File: src/rtl/mod_counter.sv
// Modulo up/down counter with runtime terminal value, wrap/saturate modes and a terminal-count pulse.
// Define MOD_COUNTER_WRAP_CNT_EN to enable the wrap-event counter on wrap_cnt_sig.
module mod_counter #(
  parameter int WIDTH      = 11,
  parameter int WRAP_WIDTH = 8
) (
  input  logic                  clk_sig,
  input  logic                  reset_sig,
  input  logic                  en_sig,
  input  logic                  load_sig,
  input  logic [WIDTH-1:0]      load_val_sig,
  input  logic                  dir_sig,
  input  logic [WIDTH-1:0]      mod_sig,
  input  logic                  sat_sig,
  output logic [WIDTH-1:0]      counter_sig,
  output logic                  tc_sig,
  output logic [WRAP_WIDTH-1:0] wrap_cnt_sig
);

  logic             out_of_range;
  logic             at_terminal;
  logic             terminal_step;
  logic [WIDTH-1:0] step_val;
  logic [WIDTH-1:0] load_clamped;
  logic [WIDTH-1:0] next_count;

  // An out-of-range count (mod_sig lowered underneath it) is treated like a boundary hit.
  always_comb begin
    out_of_range  = counter_sig > mod_sig;
    at_terminal   = dir_sig ? (counter_sig == mod_sig) : (counter_sig == '0);
    terminal_step = en_sig && !load_sig && (out_of_range || at_terminal);
    load_clamped  = (load_val_sig > mod_sig) ? mod_sig : load_val_sig;

    step_val = counter_sig;
    if (out_of_range)
      step_val = sat_sig ? mod_sig : '0;
    else if (dir_sig)
      step_val = at_terminal ? (sat_sig ? mod_sig : '0) : counter_sig + WIDTH'(1);
    else
      step_val = at_terminal ? (sat_sig ? '0 : mod_sig) : counter_sig - WIDTH'(1);

    next_count = counter_sig;
    if (load_sig)
      next_count = load_clamped;
    else if (en_sig)
      next_count = step_val;
  end

  always_ff @(posedge clk_sig or posedge reset_sig) begin
    if (reset_sig) begin
      counter_sig <= '0;
      tc_sig      <= 1'b0;
    end else begin
      counter_sig <= next_count;
      tc_sig      <= terminal_step;
    end
  end

`ifdef MOD_COUNTER_WRAP_CNT_EN
  logic [WRAP_WIDTH-1:0] wrap_cnt_q;

  // Only wrap-mode boundary crossings are events; saturating holds are not.
  always_ff @(posedge clk_sig or posedge reset_sig) begin
    if (reset_sig)
      wrap_cnt_q <= '0;
    else if (terminal_step && !sat_sig)
      wrap_cnt_q <= wrap_cnt_q + WRAP_WIDTH'(1);
  end

  assign wrap_cnt_sig = wrap_cnt_q;
`else
  assign wrap_cnt_sig = '0;
`endif

endmodule

File: config.mk
export PLATFORM = sky130hd
export DESIGN_NAME = mod_counter
export DESIGN_NICKNAME = d
export VERILOG_FILES = /design/src/rtl/mod_counter.sv
export SDC_FILE = /design/constraint.sdc
export NUM_CORES = 1
export LEC_CHECK = 0
export ABC_AREA = 1
export BUFFER_PORTS_ARGS = -buffer_cell sky130_fd_sc_hd__buf_2
export CAP_MARGIN = 10
export CORE_ASPECT_RATIO = 1.2
export CORE_MARGIN = 8
export CORE_UTILIZATION = 62
export DETAILED_ROUTE_END_ITERATION = 12
export PLACE_DENSITY_LB_ADDON = 0.2
export RECOVER_POWER = 50
export SLEW_MARGIN = 20
export SYNTH_ARGS = -nofsm -noshare
export SYNTH_HDL_FRONTEND = slang
export SYNTH_SLANG_ARGS = --single-unit
File: constraint.sdc
create_clock -name clk_sig -period 2.7 [get_ports clk_sig]
set_input_delay 0.135 -clock clk_sig [delete_from_list [all_inputs] [get_ports clk_sig]]
set_output_delay 0.135 -clock clk_sig [all_outputs]
set_load 0.05 [all_outputs]
**Word-level counts from Yosys, hierarchy flattened**

Cells that the tools add are included.

- Word-level logic and storage cells: 23
- Register bits after elaboration: 12
- Output and inout port bits: 20
- Input port bits: 28

- $add $sub $neg: 2
- Reduce and logical (&&, ||, !) cells: 6
- Eq/ne operators: 1
- Magnitude comparators: 2
- Muxes and demuxes: 10

Operators by type and width:

| operator | number |
|---|---|
| 11-bit 2-to-1 mux | 9 |
| 11-bit > comparator | 2 |
| 11-bit by 1-bit adder with 11-bit output, second input constant | 1 |
| 11-bit == test | 1 |
| 11-bit zero test | 1 |
| 11-bit by 1-bit subtractor with 11-bit output, second input constant | 1 |
| 1-bit logical AND | 2 |
| 2-bit nonzero test | 1 |
| 1-bit zero test | 1 |
| 1-bit logical OR | 1 |
| 1-bit 2-to-1 mux | 1 |

**Longest topological paths before layout**

Gate-level depths: netlist (run 1).

- Word-level depth: 7
- Mapped depth: 14
- Depth with buffers taken out: 14

**Least setup slack after synthesis (run 1)**

OpenSTA, ideal clock, no wires.

- Kind: reg-to-reg
- Start: register counter_sig[0]
- End: register counter_sig[1]
- Slack: 0.611 ns
- Arrival time: 1.970 ns
- Stages on the path, launching flop included: 11
- Data required time: 2.581 ns
- Clock period less this slack: 2.089 ns
- Cell sequence: dfrtp_1 > inv_1 > ha_1 > inv_1 > nor2_2 > nand3_2 > nand2_2 > buf_4 > nand3_1 > nand2_1 > nand2_1

- Word-level cells in the longest chain between the ends: 7
- Elaborated cells on any way between the ends: 12

Ends and longest elaborated chain:

| what | line | source |
|---|---|---|
| from (decl) | 15 | `output logic [WIDTH-1:0] counter_sig,` |
| from (signal assigned) | 54 | `counter_sig <= next_count;` |
| branches (longest 4 deep; another with 11-bit by 1-bit subtractor with 11-bit output) | - |  |
| 11-bit 2-to-1 mux * | 35 | `if (out_of_range)` |
| 11-bit 2-to-1 mux * | 45 | `else if (en_sig)` |
| 11-bit 2-to-1 mux * | 43 | `if (load_sig)` |

Every way passes the cells marked *. The select of a mux whose other input is x is not followed.
A chain may end at the register's enable or synchronous reset.

**Worst setup path after layout (run 1)**

- Start: register counter_sig[10]
- End: register counter_sig[9]

- Word-level cells in the longest chain between the ends: 7
- Elaborated cells on any way between the ends: 10

Ends and longest elaborated chain:

| what | line | source |
|---|---|---|
| 11-bit == test or 11-bit zero test (tied branches) | 30 | `at_terminal = dir_sig ? (counter_sig == mod_sig) : (counter_sig == '0);` |
| 1-bit 2-to-1 mux | 30 |  |
| 11-bit 2-to-1 mux, on equally long branches | 40, 38 |  |
| 11-bit 2-to-1 mux | 37 | `else if (dir_sig)` |
| 11-bit 2-to-1 mux * | 35 |  |
| 11-bit 2-to-1 mux * | 45 |  |
| 11-bit 2-to-1 mux * | 43 |  |

Every way passes the cells marked *; elsewhere a longest branch is shown, timed or not. The select of a mux whose other input is x is not followed.

==> impl_metrics.toml, run 1 <==
[yosys]
synth_largest_area_cell = "nand2_1"
synthCells = 456
ys_ff_latch = 12
yosys_warnings = 0
synth_area_mm2 = 0.00255
synth.yosys.seq_area_share = 0.118
synth_area_leaders = "nand2_1 23%, ha_1 12%, dfrtp_1 12%"
synth_top_cell_area_share = 0.232
syn_avg_cell_area_um2 = 5.60
yosysUniqueCellTypes = 30

[critical_path]
path_class = "flip-flop to flip-flop"
worst_setup_path_end_kind = "flip-flop"
start_kind = "flip-flop"
crit_arrival_ns = 2.30
slowest_delay_ns = 0.48
worst_path_max_delay_cell = "dfrtp_1"
cpMostUsedCell = "nand2_1"
path_cells = "ha_1 -> nand2_1 -> nor2_1 -> nand3_2 -> nand2_2 -> inv_1 -> nor2_1 -> nand2_1 -> nand2_1 -> nand2_1"
crit_required_ns = 2.84
critPathMaxFanout = 19

[drt]
wl_um = 7970
top_layer_used = "met4"
dr.pass1.iters = 5
wl_met3_um = 650
wl_per_cell_um = 14.6
drc = 0
final_antenna_net_count = 0
wl_met1_um = 3260
num_vias = 2971
drtIter0Drc = 234
wl_met2_um = 3880
viasPerCell = 5.45

[global_routing]
grt_max_degree = 20
track_usage = 0.257
grt_pass1_wl_um = 13000
grt_pass1_vias = 2797
antenna_found_initial = 0
grt_overflow = 0

[timing]
fin_crit_ns = 2.16
slew-limit-headroom = 0.485
fmax_ghz = 0.463
post-route-period-util = 0.800
rsz0062_at_grt = "false"
tns_ns = 0
setup_violations = 0
tightest_slew_ns = 0.769
fin_worst_skew_ns = 0.00764
maxSlewViolCount = 0
finalHoldViolations = 0

[finish]
layout_common_cells = "158 x nand2_1, 63 x inv_1, 57 x nand3_1, 46 x nor2_1, 33 x buf_2"
area_growth_syn_to_layout_pct = 9.07
insertedDiodeCount = 0
final_common_cell = "nand2_1"
fin_area_mm2 = 0.00278
post-route-util = 0.706
drive_gt1_frac = 0.136
final_nets = 545

[die]
dieArea_mm2 = 0.00643
coreArea_mm2 = 0.00394
io_pins = 48
die_x_um = 74.6
start_util = 0.648
chipHeight_um = 86.3
row_count = 25

[pwr]
switchingPower_uw = 775
switching_share = 0.566
seqPwrFrac = 0.216
p_leak_uw = 0.00171
power_frac_clock = 0.152
combPwrFrac = 0.632
p_int_uw = 595
ir_drop_mv = 0.231
p_per_area_mw_per_mm2 = 492

[clocking]
root_buffer = "clkbuf_8"
htree_levels = 1
cts_inserted_buffers = 3
clk_latency_ns = 0.26
cts_tree = "yes"
clock_path_buffers = 2
clk_pin_slew_ns = 0.06
post_cts_resize_count = 0
cts.sinks = 12

[placement]
place_congestion = 0.961
dpl.hpwl_um = 6390
port_buffers = 39
placed_area_mm2 = 0.00273

[flow_run]
max_cap_violations = 0

[worst_hold_path]
hold_path_class = "primary input to flip-flop"

[outcome]
outcome = "completed"
[power groups by stage]
stage / Clock, µW / Sequential (µW) / Combinational (µW)
floorplan: 0 / 399 / 549
CTS: 205 / 291 / 858
finish: 208 / 296 / 866
global placement: 0 / 289 / 844
global route: 213 / 302 / 962
detailed placement: 0 / 294 / 852
[worst max-delay path, delay by kind of cell (launching register included)]
family,cells,cell delay [ns]
adder cells (fa/ha/maj),1,0.38
buffers and inverters,1,0.16
flip-flops,1,0.48
AND/OR/NAND/NOR,8,1.02
[registers in the layout, summed over array words and instances (netlist names)]
register     flops
counter_sig     11
tc_sig           1
[metal layers]
metal,up-vias,track usage
met2,133,0.433
met5,-,0
met3,17,0.0416
met1,1333,0.311
met4,0,0.0964
li1,1488,-
[through the flow]
stage	hold slack [ns]	instances	setup slack [ns]	power, µW
floorplan	-0.000301	463	0.611	948
global placement	0.198	540	0.669	1130
detailed placement	0.187	540	0.589	1150
CTS	0.244	545	0.578	1350
global route	0.291	545	0.430	1480
finish	0.241	545	0.540	1370
[final cells by class]
cell class              count  area [µm²]
clock buffers               4        55.1
inverters                  67         251
flip-flops and latches     12         300
repair buffers             40         198
fillers                   406        1160
well taps                  54        67.6
multi-input cells         368        1910
[cells by family (layout without fill, tap and decap cells)]
| family | after synthesis | count (layout) | share of synthesized area |
|---|---|---|---|
| DFF | 12 | 12 | 0.118 |
| adders and majority gates | 25 | 25 | 0.123 |
| AOI/OAI and AO/OA | 41 | 41 | 0.0848 |
| other | 1 | 8 | 0.00147 |
| and+or+nand+nor | 291 | 291 | 0.520 |
| xor gates and xnor gates | 3 | 3 | 0.0103 |
| buffers and inverters | 83 | 111 | 0.144 |
[path summary, 6_finish.rpt]
kind | slack, ns | from | end | cells past startpoint
max | 0.54 | counter_sig[10]$_DFFE_PP0P_ | counter_sig[9]$_DFFE_PP0P_ | 10
max in group asynchronous | 1.86 | reset_sig | counter_sig[3]$_DFFE_PP0P_ | 3
min in group asynchronous | 0.49 | reset_sig | counter_sig[10]$_DFFE_PP0P_ | 3
min reg2reg | 0.63 | counter_sig[0]$_DFFE_PP0P_ | counter_sig[0]$_DFFE_PP0P_ | 2
min | 0.24 | load_val_sig[1] | counter_sig[1]$_DFFE_PP0P_ | 5
max reg2reg | 0.54 | counter_sig[10]$_DFFE_PP0P_ | counter_sig[9]$_DFFE_PP0P_ | 10
[cells in the mapped netlist, drive strengths merged]
cell    number
a21o         1
nor2        55
dfrtp       12
buf         14
ha          25
nand2      169
inv         67
xor2         3
nand3b       4
o21ai       23
nand3       60
a21boi       1
o211ai       1
conb         1
nand4        3
clkbuf       2
a21oi       15
[what timing repair did]
item,in CTS,in global routing
hold endpoints to repair,12,0
setup buffers,0,0
hold buffers,1,0
(Power assumes the default switching activity.)
==> run 2, diff against run 1 <==
--- a/config.mk
+++ b/config.mk
@@ -10,7 +10,7 @@
 export CAP_MARGIN = 10
 export CORE_ASPECT_RATIO = 1.2
 export CORE_MARGIN = 8
-export CORE_UTILIZATION = 62
+export CORE_UTILIZATION = 57
 export DETAILED_ROUTE_END_ITERATION = 12
 export PLACE_DENSITY_LB_ADDON = 0.2
 export RECOVER_POWER = 50
==> constraint.sdc (replaced) <==
create_clock -name clk_sig -period 2.2 [get_ports clk_sig]
set_input_delay 0.11 -clock clk_sig [delete_from_list [all_inputs] [get_ports clk_sig]]
set_output_delay 0.11 -clock clk_sig [all_outputs]
set_load 0.05 [all_outputs]
==> impl_metrics.toml, run 2 (synthesis results as in run 1) <==
[outcome]
outcome = "completed"

[critical_path]
critPathMaxFanout = 19
crit_required_ns = 2.34
cp-endpoint = "counter_sig[0]$_DFFE_PP0P_"
critPathLaunch = "counter_sig[5]$_DFFE_PP0P_"
worst_setup_path_end_kind = "flip-flop"
rr_worst_depth = 12
crit_arrival_ns = 2.11
path_class = "flip-flop to flip-flop"
r2r_end = "counter_sig[0]$_DFFE_PP0P_"
reg2reg_from = "counter_sig[5]$_DFFE_PP0P_"
start_kind = "flip-flop"
reg2reg_slack_ns = 0.23

[placement]
dpl.hpwl_um = 6450
pre_cts_ws_ns = 0.166
port_buffers = 39
place_congestion = 0.934

[finish]
final_common_cell = "nand2_1"
post-route-util = 0.663
largest_reg_flops = 11
final_nets = 554
reg_top3 = "counter_sig: 11 flops, tc_sig: 1 flops"
regMostFlops = "counter_sig"
drive_gt1_frac = 0.150
layout_common_cells = "158 x nand2_1, 63 x inv_1, 57 x nand3_1, 46 x nor2_1, 33 x buf_2"
area_growth_syn_to_layout_pct = 11.5
insertedDiodeCount = 0

[timing]
setup_slack_ns = 0.228
fin_worst_skew_ns = 0.00506
fmax_ghz = 0.507
tns_ns = 0
rsz0062_at_grt = "false"
post-route-period-util = 0.896
maxSlewViolCount = 0
setup_violations = 0
slew-limit-headroom = 0.432
tightest_slew_ns = 0.849
whs_ns = 0.197
fin_crit_ns = 1.97
finalHoldViolations = 0

[pwr]
power_uw = 1700
ir_drop_mv = 0.322
p_per_area_mw_per_mm2 = 597
switching_share = 0.566
seqPwrFrac = 0.179
p_int_uw = 736
combPwrFrac = 0.693
power_frac_clock = 0.129
p_leak_uw = 0.00175
switchingPower_uw = 961

[die]
coreArea_mm2 = 0.00429
die_x_um = 77.1
dieArea_mm2 = 0.00688
io_pins = 48
row_count = 26
start_util = 0.594
chipHeight_um = 89.3

[clocking]
root_buffer = "clkbuf_8"
clk_pin_slew_ns = 0.06
cts_setup_buffers = 0
cts_tree = "yes"
clock_path_buffers = 2
htree_levels = 1
cts_inserted_buffers = 3
clk_latency_ns = 0.25
cts.sinks = 12

[drt]
dr.pass1.iters = 5
viasPerCell = 5.39
drc = 0
final_antenna_net_count = 0
wl_per_cell_um = 14.3
drtIter0Drc = 207
wl_um = 7950
num_vias = 2993

[worst_hold_path]
hold_path_class = "primary input to flip-flop"

[global_routing]
grt_max_degree = 20
grt_overflow = 0
track_usage = 0.233
grt_pass1_vias = 2863
grt_pass1_wl_um = 13000
antenna_found_initial = 0

[flow_run]
max_cap_violations = 0
run 2: cell count changes in the layout (fill, tap and decap cells not counted), sizes merged:
cell / change
buf: +9
clkbuf: -1
run 2: layout make-up:
cell class	instances	area [µm²]
clock buffer	3	41.3
multi-input combinational	368	1920
sequential	12	300
timing repair buffer	49	265
tap	56	70.1
inverter	67	251
fill	461	1450
run 2: power by group through the flow:
stage / logic, µW / registers (µW) / clock network, µW
3_5_place_dp: 1150 / 304 / 0
5_1_grt: 1310 / 308 / 225
2_1_floorplan: 674 / 489 / 0
6_report: 1180 / 304 / 218
4_1_cts: 1160 / 301 / 218
3_3_place_gp: 1130 / 301 / 0
run 2: metrics by stage:
| step | cell area (µm²) | std cells |
|---|---|---|
| 2_1_floorplan | 2580 | 463 |
| 3_3_place_gp | 2800 | 551 |
| 3_5_place_dp | 2800 | 551 |
| 4_1_cts | 2850 | 555 |
| 5_1_grt | 2850 | 555 |
| 6_report | 2850 | 555 |
run 2: layer usage:
layer | global-route usage | vias up | routed length [µm]
li1 | - | 1503 | -
met1 | 0.258 | 1353 | 3200
met3 | 0.0171 | 27 | 440
met4 | 0.125 | 0 | 348
met2 | 0.439 | 110 | 3950
met5 | 0 | - | 0
run 2: worst min-delay path by stage:
stage                    startpoint                          to  slack, ns  cells past startpoint
detailed placement        reset_sig  counter_sig[7]$_DFFE_PP0P_       0.17                      2
floorplan                 reset_sig  counter_sig[0]$_DFFE_PP0P_      -0.03                      1
CTS                 load_val_sig[6]  counter_sig[6]$_DFFE_PP0P_       0.20                      5
global placement          reset_sig  counter_sig[7]$_DFFE_PP0P_       0.17                      2
finish              load_val_sig[6]  counter_sig[6]$_DFFE_PP0P_       0.20                      5
global route        load_val_sig[3]  counter_sig[3]$_DFFE_PP0P_       0.24                      5
run 2: worst max-delay path: stages (launching register included):
cell and delay (ns):
dfrtp_1 0.46, ha_1 0.31, nand2_1 0.08, inv_1 0.08, nand2_1 0.05, nor2_1 0.11, nand2_1 0.07, nand3_1 0.14
nand2_4 0.15, inv_1 0.16, nand2_1 0.09, nand3_1 0.08, nand3_1 0.07
run 2: repair_timing:
item | 4_1_cts | 5_1_grt
setup endpoints to repair | 0 | 10
gates resized for setup | 0 | 1
hold buffers | 1 | 0
endpoints found under the hold margin | 12 | 0
